File: config.mk
export PLATFORM = sky130hd
export DESIGN_NAME = pixel_batch_buffer
export DESIGN_NICKNAME = d
export VERILOG_FILES = /design/src/rtl/pixel_batch_buffer.sv
export SDC_FILE = /design/constraint.sdc
export NUM_CORES = 1
export LEC_CHECK = 0
export BUFFER_PORTS_ARGS = -buffer_cell sky130_fd_sc_hd__buf_2
export CAP_MARGIN = 20
export CELL_PAD_IN_SITES_DETAIL_PLACEMENT = 1
export CELL_PAD_IN_SITES_GLOBAL_PLACEMENT = 2
export CORE_AREA = 4 4 231 233
export CTS_CLUSTER_SIZE = 12
export DETAILED_ROUTE_END_ITERATION = 12
export DIE_AREA = 0 0 235 237
export PLACE_DENSITY = 0.82
export SYNTH_ARGS = -nofsm -noshare
export SYNTH_HDL_FRONTEND = slang
export SYNTH_SLANG_ARGS = --single-unit
File: constraint.sdc
create_clock -name clk -period 3 [get_ports clk]
set_clock_uncertainty 0.2 [all_clocks]
set_input_delay 0.45 -clock clk [delete_from_list [all_inputs] [get_ports clk]]
set_output_delay 0.45 -clock clk [all_outputs]
set_load 0.03 [all_outputs]
File: src/rtl/pixel_batch_buffer.sv
// Batch capture FIFO between the pixel processor and VGA scan-out; paces the processor and serialises pixels lane 0 first.
// Optional PIXEL_BUFFER_UNDERFLOW_COUNT_EN adds a saturating 16-bit underflow_count output.
module pixel_batch_buffer #(
   parameter int NUM_PIXELS  = 8,
   parameter int PIXEL_WIDTH = 12,
   parameter int FIFO_DEPTH  = 32,
   parameter int H_PIXELS    = 640,
   parameter int V_LINES     = 480
)(
   input  logic                              clk,
   input  logic                              reset_n,
   input  logic [NUM_PIXELS*PIXEL_WIDTH-1:0] result,
   input  logic                              result_ready,
   output logic                              start_next_batch,
   output logic                              new_frame,
   input  logic                              frame_start,
   input  logic                              pixel_read,
   output logic [PIXEL_WIDTH-1:0]            pixel_out,
   output logic                              pixel_valid,
   output logic                              underflow
`ifdef PIXEL_BUFFER_UNDERFLOW_COUNT_EN
   ,
   output logic [15:0]                       underflow_count
`endif
);

   localparam int TOTAL_BATCHES = H_PIXELS * V_LINES / NUM_PIXELS;
   localparam int BCW = $clog2(TOTAL_BATCHES + 1);
   localparam int PW  = $clog2(FIFO_DEPTH);
   localparam int CW  = PW + 1;
   localparam logic [BCW-1:0] LAST_BATCH = BCW'(TOTAL_BATCHES - 1);
   localparam logic [CW-1:0]  DEPTH_C    = CW'(FIFO_DEPTH);
   localparam logic [CW-1:0]  BATCH_C    = CW'(NUM_PIXELS);

   typedef enum logic {IDLE, RUN} state_t;

   state_t                 r_state;
   state_t                 w_next_state;
   logic [PIXEL_WIDTH-1:0] r_mem [FIFO_DEPTH];
   logic [PW-1:0]          r_wr_ptr;
   logic [PW-1:0]          r_rd_ptr;
   logic [CW-1:0]          r_count;
   logic [BCW-1:0]         r_batch_count;
   logic                   r_new_frame;
   logic                   r_pixel_valid;
   logic [PIXEL_WIDTH-1:0] r_pixel_out;
   logic                   r_underflow;
   logic                   w_space_ok;
   logic                   w_capture;
   logic                   w_last;
   logic                   w_pop;
   logic                   w_empty_pop;
   logic                   w_start_next;

   // frame_start wins over capture and pop in the same cycle
   assign w_space_ok  = (DEPTH_C - r_count) >= BATCH_C;
   assign w_capture   = (r_state == RUN) && !frame_start && result_ready && w_space_ok;
   assign w_last      = (r_batch_count == LAST_BATCH);
   assign w_pop       = pixel_read && !frame_start && (r_count != '0);
   assign w_empty_pop = pixel_read && !frame_start && (r_count == '0);

   always_ff @(posedge clk or negedge reset_n) begin
      if (!reset_n) r_state <= IDLE;
      else          r_state <= w_next_state;
   end

   always_comb begin
      w_next_state = r_state;
      if (frame_start)
         w_next_state = RUN;
      else if (w_capture && w_last)
         w_next_state = IDLE;
   end

   always_comb begin
      w_start_next = 1'b0;
      if (w_capture && !w_last)
         w_start_next = 1'b1;
   end

   // Whole batch lands in one cycle; alignment to NUM_PIXELS keeps it clear of the wrap
   always_ff @(posedge clk) begin
      if (w_capture) begin
         for (int i = 0; i < NUM_PIXELS; i++)
            r_mem[r_wr_ptr + PW'(i)] <= result[i*PIXEL_WIDTH +: PIXEL_WIDTH];
      end
   end

   always_ff @(posedge clk or negedge reset_n) begin
      if (!reset_n) begin
         r_wr_ptr      <= '0;
         r_rd_ptr      <= '0;
         r_count       <= '0;
         r_batch_count <= '0;
         r_new_frame   <= 1'b0;
         r_pixel_valid <= 1'b0;
         r_pixel_out   <= '0;
         r_underflow   <= 1'b0;
      end else begin
         r_new_frame   <= frame_start;
         r_pixel_valid <= w_pop;
         if (frame_start) begin
            r_wr_ptr      <= '0;
            r_rd_ptr      <= '0;
            r_count       <= '0;
            r_batch_count <= '0;
            r_pixel_out   <= '0;
            r_underflow   <= 1'b0;
         end else begin
            if (w_capture) begin
               r_wr_ptr      <= r_wr_ptr + PW'(NUM_PIXELS);
               r_batch_count <= r_batch_count + BCW'(1);
            end
            if (w_pop) begin
               r_rd_ptr    <= r_rd_ptr + PW'(1);
               r_pixel_out <= r_mem[r_rd_ptr];
            end else if (w_empty_pop) begin
               r_pixel_out <= '0;
               r_underflow <= 1'b1;
            end
            case ({w_capture, w_pop})
               2'b10:   r_count <= r_count + BATCH_C;
               2'b01:   r_count <= r_count - CW'(1);
               2'b11:   r_count <= r_count + BATCH_C - CW'(1);
               default: r_count <= r_count;
            endcase
         end
      end
   end

`ifdef PIXEL_BUFFER_UNDERFLOW_COUNT_EN
   logic [15:0] r_underflow_count;

   always_ff @(posedge clk or negedge reset_n) begin
      if (!reset_n)
         r_underflow_count <= '0;
      else if (frame_start)
         r_underflow_count <= '0;
      else if (w_empty_pop && (r_underflow_count != 16'hFFFF))
         r_underflow_count <= r_underflow_count + 16'd1;
   end

   assign underflow_count = r_underflow_count;
`endif

   assign start_next_batch = w_start_next;
   assign new_frame        = r_new_frame;
   assign pixel_valid      = r_pixel_valid;
   assign pixel_out        = r_pixel_out;
   assign underflow        = r_underflow;

endmodule

# --- After elaboration in Yosys (flattened, before gate mapping) ---
# Memory sizes are Yosys's and may differ from the RTL's.
# Index checks and enable logic that the tools add are counted.
totals:
  reg_bits: 48
  ram_bits: 384
  out_inout_bits: 16
  memories: 1
classes:
  n_addsub: 14
  order_cmp: 1
  eq_ne: 5
  mux: 19
  n_reduce_logical: 19
memory_table:
  columns: ["memory", "words", "width", "rd", "rd_ports_with_merged_regs", "wr", "line", "source"]
  rows:
  - ["r_mem", 32, 12, 1, 0, 8, "39", "logic [PIXEL_WIDTH-1:0] r_mem [FIFO_DEPTH];"]
op_table:
  columns: ["operator", "count"]
  rows:
  - ["12-bit two-way mux", 3]
  - ["16-bit two-way mux", 2]
  - ["5-bit by 3-bit adder with 5-bit output, second input constant", 4]
  - ["5-bit two-way mux", 4]
  - ["6-bit one-hot mux with 3 select lines", 1]
  - ["16-bit by 1-bit adder with 16-bit output, second input constant", 1]
  - ["16-bit == test, second input constant", 1]
  - ["6-bit by 1-bit subtractor with 6-bit output, second input constant", 2]
  - ["5-bit by 1-bit adder with 5-bit output, second input constant", 2]
  - ["5-bit by 2-bit adder with 5-bit output, second input constant", 2]
  - ["1-bit logical AND", 8]
  - ["1-bit two-way mux", 8]
  - ["2-bit nonzero test", 4]
  - ["6-bit by 4-bit adder with 6-bit output, second input constant", 1]
  - ["6-bit by 4-bit greater-or-equal comparator with 1-bit output, second input constant", 1]
  - ["6-bit zero test", 1]
  - ["6-bit two-way mux", 1]
  - ["6-bit nonzero test", 1]
  - ["6-bit subtractor, first input constant", 1]
  - ["5-bit by 4-bit adder with 5-bit output, second input constant", 1]
  - ["2-bit == test, second input constant", 2]
  - ["4-bit nonzero test", 1]
  - ["3-bit nonzero test", 1]
  - ["2-bit by 1-bit == test with 1-bit output, second input constant", 1]
  - ["3 further kinds", 4]

# --- Logic depth before layout (Yosys ltp) ---
# Gate-level depths: netlist of run 1.
depth:
  word_depth: 7
  ltp_mapped: 12
  mapped_depth_nobuf: 9

# --- Worst setup path after synthesis of run 1 ---
# No wires, ideal clock.
synth_timing:
  path_type: "reg-to-reg"
  start: "register r_count[0]"
  end: "memory r_mem[0][0] (enable)"
  setup_ns: 0.391
  arrival_ns: 2.617
  required_time_ns: 2.409
  path_slack_ns: -0.208
  stages_incl_launch_ff: 9
  path_buffers: 1
  period_less_slack_ns: 3.208
  cell_sequence: "dfrtp_1 inv_1 ha_1 nor3b_4 xnor2_1 a211oi_4 nand2_2 buf_2 inv_1"
synth_rtl:
  columns: ["element", "line", "source"]
  rows:
  - ["from (decl)", "42", "logic [CW-1:0] r_count;"]
  - ["from (signal assigned)", "122", "2'b10: r_count <= r_count + BATCH_C;"]
  - ["from (signal assigned)", "123", "2'b01: r_count <= r_count - CW'(1);"]
  - ["from (signal assigned)", "124", "2'b11: r_count <= r_count + BATCH_C - CW'(1);"]
  - ["to (decl)", "39", null]

# --- Final worst setup path of run 1 ---
layout_timing:
  start: "register r_count[4]"
  end: "output start_next_batch"
layout_via:
  elab_chain_cells: 5
layout_lines:
  columns: ["element", "line", "source"]
  rows:
  - ["6-bit subtractor", "56", "assign w_space_ok = (DEPTH_C - r_count) >= BATCH_C;"]
  - ["6-bit by 4-bit greater-or-equal comparator with 1-bit output", "56", null]
  - ["1-bit logical AND", "57", "assign w_capture = (r_state == RUN) && !frame_start && result_ready && w_space_ok;"]
  - ["1-bit logical AND", "77", "if (w_capture && !w_last)"]
  - ["1-bit two-way mux", "77", null]
  - ["to (decl)", "14", "output logic start_next_batch,"]
# No other way between the ends.

==> metrics.yaml, run 1 <==
min_path_cells: 3
grt_usage: 0.196
rows: 83
synth-seq-cells: 429
start_kind: "flip-flop"
grt.overflow.total: 0
yosysMostFrequentCell: "nand2_1"
dr.pass1.iters: 5
port_buffers: 116
worstMarginPinSlew_ns: 0.811
core_area_um2: 51200
ys_warn_count: 0
status: "complete, no violations"
dr.first_iter.drc_count: 919
synth_top_area_cell: "edfxtp_1"
end_kind: "output port"
area_growth_pct: 18.7
avgRoutedWirePerCell_um: 22.0
synth_common_cells: "nand2_1, edfxtp_1, mux4_2, dfrtp_1, clkbuf_1"
intPower_mw: 13.0
cts_buffer_depth: 3
hpwl_mm: 36.9
hp-start: "result[56]"
cp.required_ns: 2.35
synthTopCellsByArea: "edfxtp_1, nand2_1, mux4_2"
synthFlopType: "edfxtp_1"
p_leak_nw: 9.04
ios: 117
drive_gt1_frac: 0.212
rsz0062_at_grt: "no"
syn-num-nets: 1697
cp_max_fo: 4
die_x_um: 235
fin_nets: 1890
routed_wl_mm: 54.9
clock_sinks: 429
hp-class: "in2reg"
start_util: 0.388
insertion_delay_ns: 0.60
hold_end: "r_mem[20][8]"
maxSlewViolCount: 0
grt_pass1_wl_mm: 83.6
maxSlewHeadroom: 0.459
hold_viol: 0
multi_input_area_um2: 6550
post-route-util: 0.461
regArea_um2: 12700
vias: 12968
clkTransAtPathRegs_ns: 0.05
drtAntennaViolNets: 0
tns_ns: 0
grt_max_degree: 67
synthCells: 1586
finalCritPeriodShare: 0.965
arrival_ns: 2.25
async_flop_share: 0.105
startpoint: "r_count[4]"
cap_violations: 0
setup.worst_path.class: "reg2out"
die_area_um2: 55700
max_freq_ghz: 0.345
gp_congestion: 0.789
ff2ff_setup_slack_ns: 0.25
worstReg2RegEnd: "r_mem[27][10]"
chipHeight_um: 237
ff2ff_path_depth: 8
grt_pass1_vias: 13783
pwr_density_cell_nw_per_um2: 788
finalCriticalPeriod_ns: 2.90
cts_tree: "yes"
holdWs_ns: 0.0202
combPwrFrac: 0.273
synth_cell_type_count: 42
peakVddDrop_uv: 369
synth_top_area_frac: 0.581
switching_power_mw: 5.60
p_clk_frac: 0.307
drt-vias-per-instance: 5.19
antenna_found_initial: 0
timing.rr.start: "r_count[3]"
cts-root-buf: "clkbuf_16"
finalSetupViolCount: 0
synth.avg_cell_area_um2: 12.5
netlist_area_um2: 19900
antenna_cells: 0
switching_share: 0.301
nFillCells: 5309
synth-edff-count: 384
p_seq_frac: 0.421
synth_seq_area_share: 0.637
htreeDepth: 2
numCtsBuffers: 49
drc: 0
## logic make-up (layout without fill, tap and decap cells)
family,Yosys count,in the layout,share of synthesized area
buf+inv,123,355,0.0341
simple gates,804,804,0.158
mux,138,138,0.136
flops,429,429,0.637
compound gates,53,53,0.0164
xor+xnor,29,29,0.0128
fa+ha+maj,10,10,0.00630
## state kept, by name (all words and copies together), names as in the netlist
signal,cells
r_state,1
r_mem,384
pixel_valid,1
r_wr_ptr,2
pixel_out,12
underflow,1
r_batch_count,16
new_frame,1
r_rd_ptr,5
r_count,6
## worst max-delay path by stage
stage / to / cells after the start
6_report: start_next_batch / 7
5_1_grt: start_next_batch / 7
4_1_cts: start_next_batch / 7
3_5_place_dp: r_mem[19][4] / 9
3_3_place_gp: r_mem[17][4] / 8
2_1_floorplan: r_mem[0][0] / 8
## through the flow
step	std cells	cell area, um2	total power [mW]	setup WS [ns]
after floorplan	1586	19900	11.2	0.129
after global placement	2357	21500	12.7	0.173
after detailed placement	2357	21500	13.0	0.0748
after CTS	2496	23500	18.7	0.0449
after global routing	2498	23600	19.5	0.00545
final	2498	23600	18.6	0.105
## per-layer routing
| layer | vias up | global-route usage | part of all wire |
|---|---|---|---|
| li1 | 5960 | - | - |
| met1 | 6629 | 0.257 | 0.42 |
| met2 | 304 | 0.341 | 0.51 |
| met3 | 75 | 0.0330 | 0.050 |
| met4 | 0 | 0.0487 | 0.022 |
| met5 | - | 0 | 0 |
## what timing repair did
action                                 CTS  global route
setup endpoints to repair                1             1
resized for setup                        0             4
pin swaps                                1             0
buffers inserted                         2             1
hold buffers                            47             0
gates cloned                             0             0
endpoints found under the hold margin  143             0
## final cells by class
| cell class | count | area share |
|---|---|---|
| clock buffers | 62 | 0.0567 |
| flip-flops and latches | 429 | 0.537 |
| clock inverters | 28 | 0.00732 |
| well taps | 680 | 0.0361 |
| repair buffers | 234 | 0.0793 |
| inverters | 31 | 0.00600 |
| multi-input cells | 1034 | 0.278 |
## power by group through the flow
| stage | Clock, mW | Sequential (mW) | Combinational (mW) |
|---|---|---|---|
| 2_1_floorplan | 0 | 7.84 | 3.40 |
| 3_3_place_gp | 0 | 7.89 | 4.85 |
| 3_5_place_dp | 0 | 7.95 | 5.01 |
| 4_1_cts | 5.80 | 7.83 | 5.10 |
| 5_1_grt | 6.05 | 7.87 | 5.53 |
| 6_report | 5.69 | 7.81 | 5.07 |
## worst max-delay path: stages, from the launching register on
cell and delay (ns):
dfrtp_1 0.35, inv_1 0.08, ha_1 0.19, xnor2_1 0.14, o2bb2ai_1 0.24, a211oi_4 0.29
nor2b_2 0.18, clkbuf_4 0.19
## cell usage in the layout, fill, tap and decap left out, types with 9 or more instances in the layout
cell type and n:
xor2_1 18, nor2_1 31, ha_1 10, dfrtp_1 43
nand2_1 733, mux2i_1 33, buf_2 115, buf_12 21
buf_4 49, o21ai_0 12, clkbuf_16 51, o22ai_1 11
dlygate4sd3_1 47, nand3_1 10, inv_1 22, clkinv_2 13
clkbuf_1 9, xnor2_1 10, a21oi_1 17, mux4_2 105
edfxtp_1 384, clkinv_1 9
Note: power is estimated with default switching activity, not from simulation.
==> run 2: changes to the inputs <==
==> config.mk (replaced) <==
export PLATFORM = sky130hd
export DESIGN_NAME = pixel_batch_buffer
export DESIGN_NICKNAME = d
export VERILOG_FILES = /design/src/rtl/pixel_batch_buffer.sv
export SDC_FILE = /design/constraint.sdc
export NUM_CORES = 1
export LEC_CHECK = 0
export BUFFER_PORTS_ARGS = -buffer_cell sky130_fd_sc_hd__buf_2
export CAP_MARGIN = 20
export CELL_PAD_IN_SITES_DETAIL_PLACEMENT = 0
export CELL_PAD_IN_SITES_GLOBAL_PLACEMENT = 1
export CORE_AREA = 4 4 216 218
export CTS_CLUSTER_SIZE = 12
export DETAILED_ROUTE_END_ITERATION = 12
export DIE_AREA = 0 0 220 222
export PLACE_DENSITY = 0.81
export SYNTH_ARGS = -nofsm -noshare
export SYNTH_HDL_FRONTEND = slang
export SYNTH_SLANG_ARGS = --single-unit
==> run 2 against run 1 <==
Die area shrank 12%. First-iteration DRC count increased by 7.6%. Largest cell class unchanged. Combinational power shrank 3%. Via count down 1.7%. Setup slack improved by 0.035 ns.
==> metrics.yaml, run 2 (same netlist as run 1, synthesis figures left out) <==
grtUsageMet2: 0.326  # was 0.341
gr-max-usage-layer: "met2"  # unchanged
cp.required_ns: 2.35  # about the same
start_kind: "flip-flop"  # unchanged
worst-path-stages: 5  # was 7
hold_viol: 0  # unchanged
arrival_ns: 2.21  # was 2.25 ns
end_kind: "output port"  # unchanged
path_cells: "nor3_1, o2bb2ai_2, a211oi_4, nor2b_1, clkbuf_4"  # was inv_1, ha_1, xnor2_1, o2bb2ai_1, a211oi_4, nor2b_2, clkbuf_4
insertion_delay_ns: 0.58  # was 0.60 ns
grt.overflow.total: 0  # unchanged
hpwl_mm: 32.1  # was 36.9 mm
max_freq_ghz: 0.350  # was 0.345 GHz
htreeDepth: 2  # unchanged
cp_max_fo: 5  # was 4
setup_ws_ns: 0.140  # was 0.105 ns
final_area_um2: 23400  # was 23600 um2
peakVddDrop_uv: 506  # was 369 uV
pre_cts_slack_ns: -0.0260  # was 0.0748 ns
post_dp_cell_area_um2: 21400  # was 21500 um2
dr.pass1.iters: 5  # unchanged
area_growth_pct: 17.8  # was 18.7%
worstMarginPinSlew_ns: 0.914  # was 0.811 ns
largest_reg_flops: 384  # unchanged
clkTransAtPathRegs_ns: 0.06  # was 0.05 ns
start_util: 0.442  # was 0.388
gp_congestion: 0.787  # was 0.789
drc: 0  # unchanged
intPower_mw: 12.9  # was 13.0 mW
combPwrFrac: 0.271  # was 0.273
critPathMaxStageDelay_ns: 0.44  # was 0.35 ns
multi_input_area_um2: 6540  # was 6550 um2
drive_gt1_frac: 0.202  # was 0.212
routed_wl_mm: 47.8  # was 54.9 mm
hp-class: "in2reg"  # unchanged
setup.worst_path.class: "reg2out"  # unchanged
switching_share: 0.291  # was 0.301
die_x_um: 220  # was 235 um
crit_family: "simple AND/OR/NAND/NOR gates"  # was compound AO/OA/AOI/OAI gates
min_path_cells: 1  # was 3
ios: 117  # unchanged
pwr_density_cell_nw_per_um2: 777  # was 788 nW/um2
grt_use_met1: 0.276  # was 0.257
grt_pass1_vias: 12737  # was 13783
regArea_um2: 12700  # about the same
drt-vias-per-instance: 5.29  # was 5.19
place_inst: 2271  # was 2357
chipHeight_um: 222  # was 237 um
dr.first_iter.drc_count: 989  # was 919
ff2ff_path_depth: 7  # was 8
fin_nets: 1884  # was 1890
ff2ff_setup_slack_ns: 0.22  # was 0.25 ns
avgRoutedWirePerCell_um: 19.8  # was 22.0 um
timing.rr.start: "r_count[2]"  # was r_count[3]
clock_sinks: 429  # unchanged
p_seq_frac: 0.424  # was 0.421
maxSlewViolCount: 0  # unchanged
vias: 12754  # was 12968
most-common-layout-cells: "nand2_1, edfxtp_1, buf_2"  # unchanged
holdWs_ns: 0.0189  # was 0.0202 ns
numCtsBuffers: 47  # was 49
maxSlewHeadroom: 0.391  # was 0.459
grt_max_degree: 89  # was 67
hold_end: "r_mem[24][11]"  # was r_mem[20][8]
hp-start: "result[11]"  # was result[56]
finalCritPeriodShare: 0.953  # was 0.965
grt_pass1_wl_mm: 74.1  # was 83.6 mm
finalNonFillerCells: 2411  # was 2498
finalCriticalPeriod_ns: 2.86  # was 2.90 ns
finalPower_mw: 18.2  # was 18.6 mW
p_clk_frac: 0.305  # was 0.307
cp_slowest_cell: "dfrtp_1"  # unchanged
drtAntennaViolNets: 0  # unchanged
antenna_found_initial: 3  # was 0
status: "complete, no violations"  # unchanged
met3_usage: 0.0370  # was 0.0330
cts_tree: "yes"  # unchanged
worstReg2RegEnd: "r_mem[17][10]"  # was r_mem[27][10]
worst-path-buf-inv: 1  # was 2
cts-root-buf: "clkbuf_16"  # unchanged
cts_buffer_depth: 3  # unchanged
antenna_cells: 0  # unchanged
die_area_um2: 48800  # was 55700 um2
core_area_um2: 44900  # was 51200 um2
top_register: "r_mem"  # unchanged
grt_usage: 0.198  # was 0.196
cap_violations: 0  # unchanged
rows: 78  # was 83
switching_power_mw: 5.28  # was 5.60 mW
p_leak_nw: 8.96  # was 9.04 nW
finalSetupViolCount: 0  # unchanged
nFillCells: 3807  # was 5309
final_common_cell: "nand2_1"  # unchanged
port_buffers: 116  # unchanged
-- run 2: changes by cell type in the layout (fill, tap and decap cells not counted), moves of 2 or more --
cell / previous run / this run
clkbuf_1: 9 / 19
clkinv_2: 13 / 5
buf_4: 49 / 44
clkbuf_16: 51 / 47
dlygate4sd3_1: 47 / 51
clkinv_1: 9 / 6
buf_12: 21 / 19
bufinv_16: 1 / 3
-- run 2: worst max-delay path by stage --
stage | startpoint | to | slack (ns)
4_1_cts | r_count[4] | start_next_batch | 0.03
3_3_place_gp | r_count[4] | r_mem[5][3] | 0.08
2_1_floorplan | r_count[0] | r_mem[0][0] | 0.13
3_5_place_dp | r_count[0] | r_mem[18][4] | -0.03
6_report | r_count[2] | start_next_batch | 0.14
5_1_grt | r_count[0] | start_next_batch | -0.007
-- run 2: layer usage --
layer,share of wire,vias to the layer above
met5,0.00071,-
met4,0.021,6
met3,0.067,73
met2,0.49,417
met1,0.42,6311
li1,-,5947
-- run 2: timing repair --
item / in CTS / in global routing
setup buffers: 1 / 1
hold buffers: 51 / 0
pin swaps: 1 / 0
hold endpoints to repair: 156 / 0
endpoints found under the setup margin: 26 / 8
resized for setup: 0 / 4
-- run 2: worst register-to-register path: stages (launching register included) --
cell and delay [ns]:
dfrtp_1 0.44, nor3_1 0.42, o2bb2ai_2 0.17, a211oi_4 0.26, buf_4 0.22, nand2_2 0.25
inv_4 0.16, buf_12 0.29
-- run 2: cell type report --
cell class                 count  area share
timing repair buffer         230      0.0771
clock inverter                20     0.00979
inverter                      31     0.00604
tap                          600      0.0321
sequential                   429       0.541
multi-input combinational   1034       0.280
clock buffer                  67      0.0539
-- run 2: metrics by stage --
step | TNS [ns] | util
5_1_grt | -0.00693 | 0.521
2_1_floorplan | 0 | -
4_1_cts | 0 | 0.521
3_5_place_dp | -0.297 | 0.476
3_3_place_gp | 0 | 0.476
6_report | 0 | 0.521
-- run 2: power by group through the flow --
| stage | Clock [mW] | Sequential [mW] | Combinational, mW |
|---|---|---|---|
| 6_report | 5.55 | 7.70 | 4.93 |
| 3_3_place_gp | 0 | 7.79 | 4.78 |
| 4_1_cts | 5.65 | 7.71 | 4.95 |
| 3_5_place_dp | 0 | 7.83 | 4.88 |
| 5_1_grt | 5.92 | 7.76 | 5.42 |
| 2_1_floorplan | 0 | 7.84 | 3.40 |
==> run 3: changes to the inputs <==
--- a/config.mk
+++ b/config.mk
@@ -14,6 +14,7 @@
 export DETAILED_ROUTE_END_ITERATION = 12
 export DIE_AREA = 0 0 220 222
 export PLACE_DENSITY = 0.81
+export SETUP_SLACK_MARGIN = 0.15
 export SYNTH_ARGS = -nofsm -noshare
 export SYNTH_HDL_FRONTEND = slang
 export SYNTH_SLANG_ARGS = --single-unit
==> run 3 against run 2 <==
Fmax decreased by 0.36%. Global-route usage increased by 0.74 points. Register-to-register slack improved by 0.08 ns. Sequential power increased by 0.8%. Critical path depth increased by 4. Largest cell class unchanged. Sequential cell count unchanged.
==> metrics.yaml, run 3 (same netlist as run 1, synthesis figures left out) <==
final_common_cell: "nand2_1"  # unchanged
crit_top_cell: "buf_6"
grt_usage: 0.205  # was 0.198
worstReg2RegEnd: "r_mem[18][10]"  # was r_mem[17][10]
start_kind: "flip-flop"  # unchanged
setup.worst_path.class: "reg2out"  # unchanged
die_x_um: 220  # unchanged
arrival_ns: 2.22  # was 2.21 ns
grt_pass1_wl_mm: 76.3  # was 74.1 mm
cp_max_fo: 2  # was 5
maxSlewViolCount: 0  # unchanged
finalNonFillerCells: 2418  # was 2411
intPower_mw: 13.0  # was 12.9 mW
cp_slowest_cell: "dfrtp_1"  # unchanged
setup_ws_ns: 0.129  # was 0.140 ns
crit_end: "start_next_batch"  # unchanged
max_freq_ghz: 0.348  # was 0.350 GHz
hpwl_mm: 32.8  # was 32.1 mm
cts-root-buf: "clkbuf_16"  # unchanged
maxSlewHeadroom: 0.508  # was 0.391
p_leak_nw: 9.07  # was 8.96 nW
finalSetupViolCount: 0  # unchanged
cp.required_ns: 2.35  # about the same
largest_reg_flops: 384  # unchanged
worstMarginPinSlew_ns: 0.737  # was 0.914 ns
fin_nets: 1895  # was 1884
min_path_cells: 3  # was 1
ff2ff_setup_slack_ns: 0.30  # was 0.22 ns
antenna_found_initial: 3  # unchanged
ff2ff_path_depth: 10  # was 7
grt.overflow.total: 0  # unchanged
grt_pass1_vias: 12928  # was 12737
hp-class: "in2reg"  # unchanged
avgRoutedWirePerCell_um: 20.5  # was 19.8 um
timing.rr.start: "r_count[4]"  # was r_count[2]
cts_buffer_depth: 3  # unchanged
port_buffers: 116  # unchanged
p_seq_frac: 0.421  # was 0.424
finalPower_mw: 18.4  # was 18.2 mW
area_growth_pct: 18.7  # was 17.8%
most-common-layout-cells: "nand2_1, edfxtp_1, buf_2"  # unchanged
clock_sinks: 429  # unchanged
hold_viol: 0  # unchanged
core_area_um2: 44900  # unchanged
dr.pass1.iters: 5  # unchanged
combPwrFrac: 0.277  # was 0.271
p_clk_frac: 0.302  # was 0.305
startpoint: "r_count[4]"  # was r_count[2]
path_cells: "inv_2, ha_2, xnor2_2, o2bb2ai_2, a211oi_4, buf_6, buf_6, nor2b_4, buf_6"  # was nor3_1, o2bb2ai_2, a211oi_4, nor2b_1, clkbuf_4
pwr_density_cell_nw_per_um2: 781  # was 777 nW/um2
peakVddDrop_uv: 489  # was 506 uV
rsz0062_at_grt: "yes"
rows: 78  # unchanged
tns_ns: 0  # unchanged
end_kind: "output port"  # unchanged
dr.first_iter.drc_count: 1313  # was 989
die_area_um2: 48800  # unchanged
clkTransAtPathRegs_ns: 0.06  # about the same
finalCritPeriodShare: 0.957  # was 0.953
top_register: "r_mem"  # unchanged
numCtsBuffers: 47  # unchanged
drc: 0  # unchanged
holdWs_ns: 0.0175  # was 0.0189 ns
pre_cts_slack_ns: 0.0945  # was -0.0260 ns
grt_max_degree: 78  # was 89
cts_tree: "yes"  # unchanged
switching_share: 0.294  # was 0.291
place_inst: 2269  # was 2271
chipHeight_um: 222  # unchanged
drive_gt1_frac: 0.214  # was 0.202
critPathMaxStageDelay_ns: 0.38  # was 0.44 ns
start_util: 0.442  # unchanged
drtAntennaViolNets: 0  # unchanged
gp_congestion: 0.798  # was 0.787
cap_violations: 0  # unchanged
htreeDepth: 2  # unchanged
routed_wl_mm: 49.5  # was 47.8 mm
insertion_delay_ns: 0.59  # was 0.58 ns
status: "complete, no violations"  # unchanged
vias: 12979  # was 12754
switching_power_mw: 5.42  # was 5.28 mW
drt-vias-per-instance: 5.37  # was 5.29
ios: 117  # unchanged
finalCriticalPeriod_ns: 2.87  # was 2.86 ns
-- run 3: repair_timing --
| action | CTS | global route |
|---|---|---|
| endpoints found under the setup margin | 125 | 162 |
| pin swaps | 4 | 2 |
| hold buffers | 53 | 0 |
| resized for setup | 13 | 13 |
| endpoints found under the hold margin | 170 | 0 |
| setup buffers | 13 | 0 |
-- run 3: power groups by stage --
| stage | Sequential, mW | Combinational [mW] | Clock, mW |
|---|---|---|---|
| floorplan | 7.84 | 3.41 | 0 |
| global placement | 7.85 | 4.70 | 0 |
| CTS | 7.76 | 5.09 | 5.65 |
| detailed placement | 7.89 | 4.81 | 0 |
| finish | 7.76 | 5.11 | 5.56 |
| global route | 7.82 | 5.58 | 5.92 |
-- run 3: critical path: cells and delay by family, from the launching register on --
family                     cells  cell delay, ns
and+or+nand+nor                1            0.13
DFF                            1            0.38
buffers and inverters          4            0.41
AOI/OAI and AO/OA              2            0.40
adders and majority gates      1            0.19
xor gates and xnor gates       1            0.15
-- run 3: layer usage --
metal | part of all wire | vias to the layer above | track usage
met5 | 0.00055 | - | 0
met4 | 0.022 | 4 | 0.0575
met3 | 0.079 | 73 | 0.0403
met2 | 0.49 | 494 | 0.336
met1 | 0.41 | 6438 | 0.282
li1 | - | 5970 | -
-- run 3: final cells by class --
type	instances	area [um2]
Multi-Input combinational cell	1034	6620
Clock buffer	59	1250
Clock inverter	23	228
Antenna cell	1	2.50
Fill cell	3787	21300
Tap cell	600	751
Sequential cell	429	12700
Timing Repair Buffer	241	1930
Inverter	31	141
-- run 3: through the flow --
step / util / area, um2
after CTS: 0.524 / 23500
final: 0.525 / 23600
after floorplan: - / 19900
after global routing: 0.525 / 23600
after global placement: 0.476 / 21400
after detailed placement: 0.476 / 21400
-- run 3: worst min path at each step --
stage	from	end
2_1_floorplan	reset_n	new_frame
3_3_place_gp	reset_n	underflow
3_5_place_dp	reset_n	pixel_valid
4_1_cts	result[87]	r_mem[23][3]
5_1_grt	result[75]	r_mem[6][3]
6_report	result[16]	r_mem[9][4]
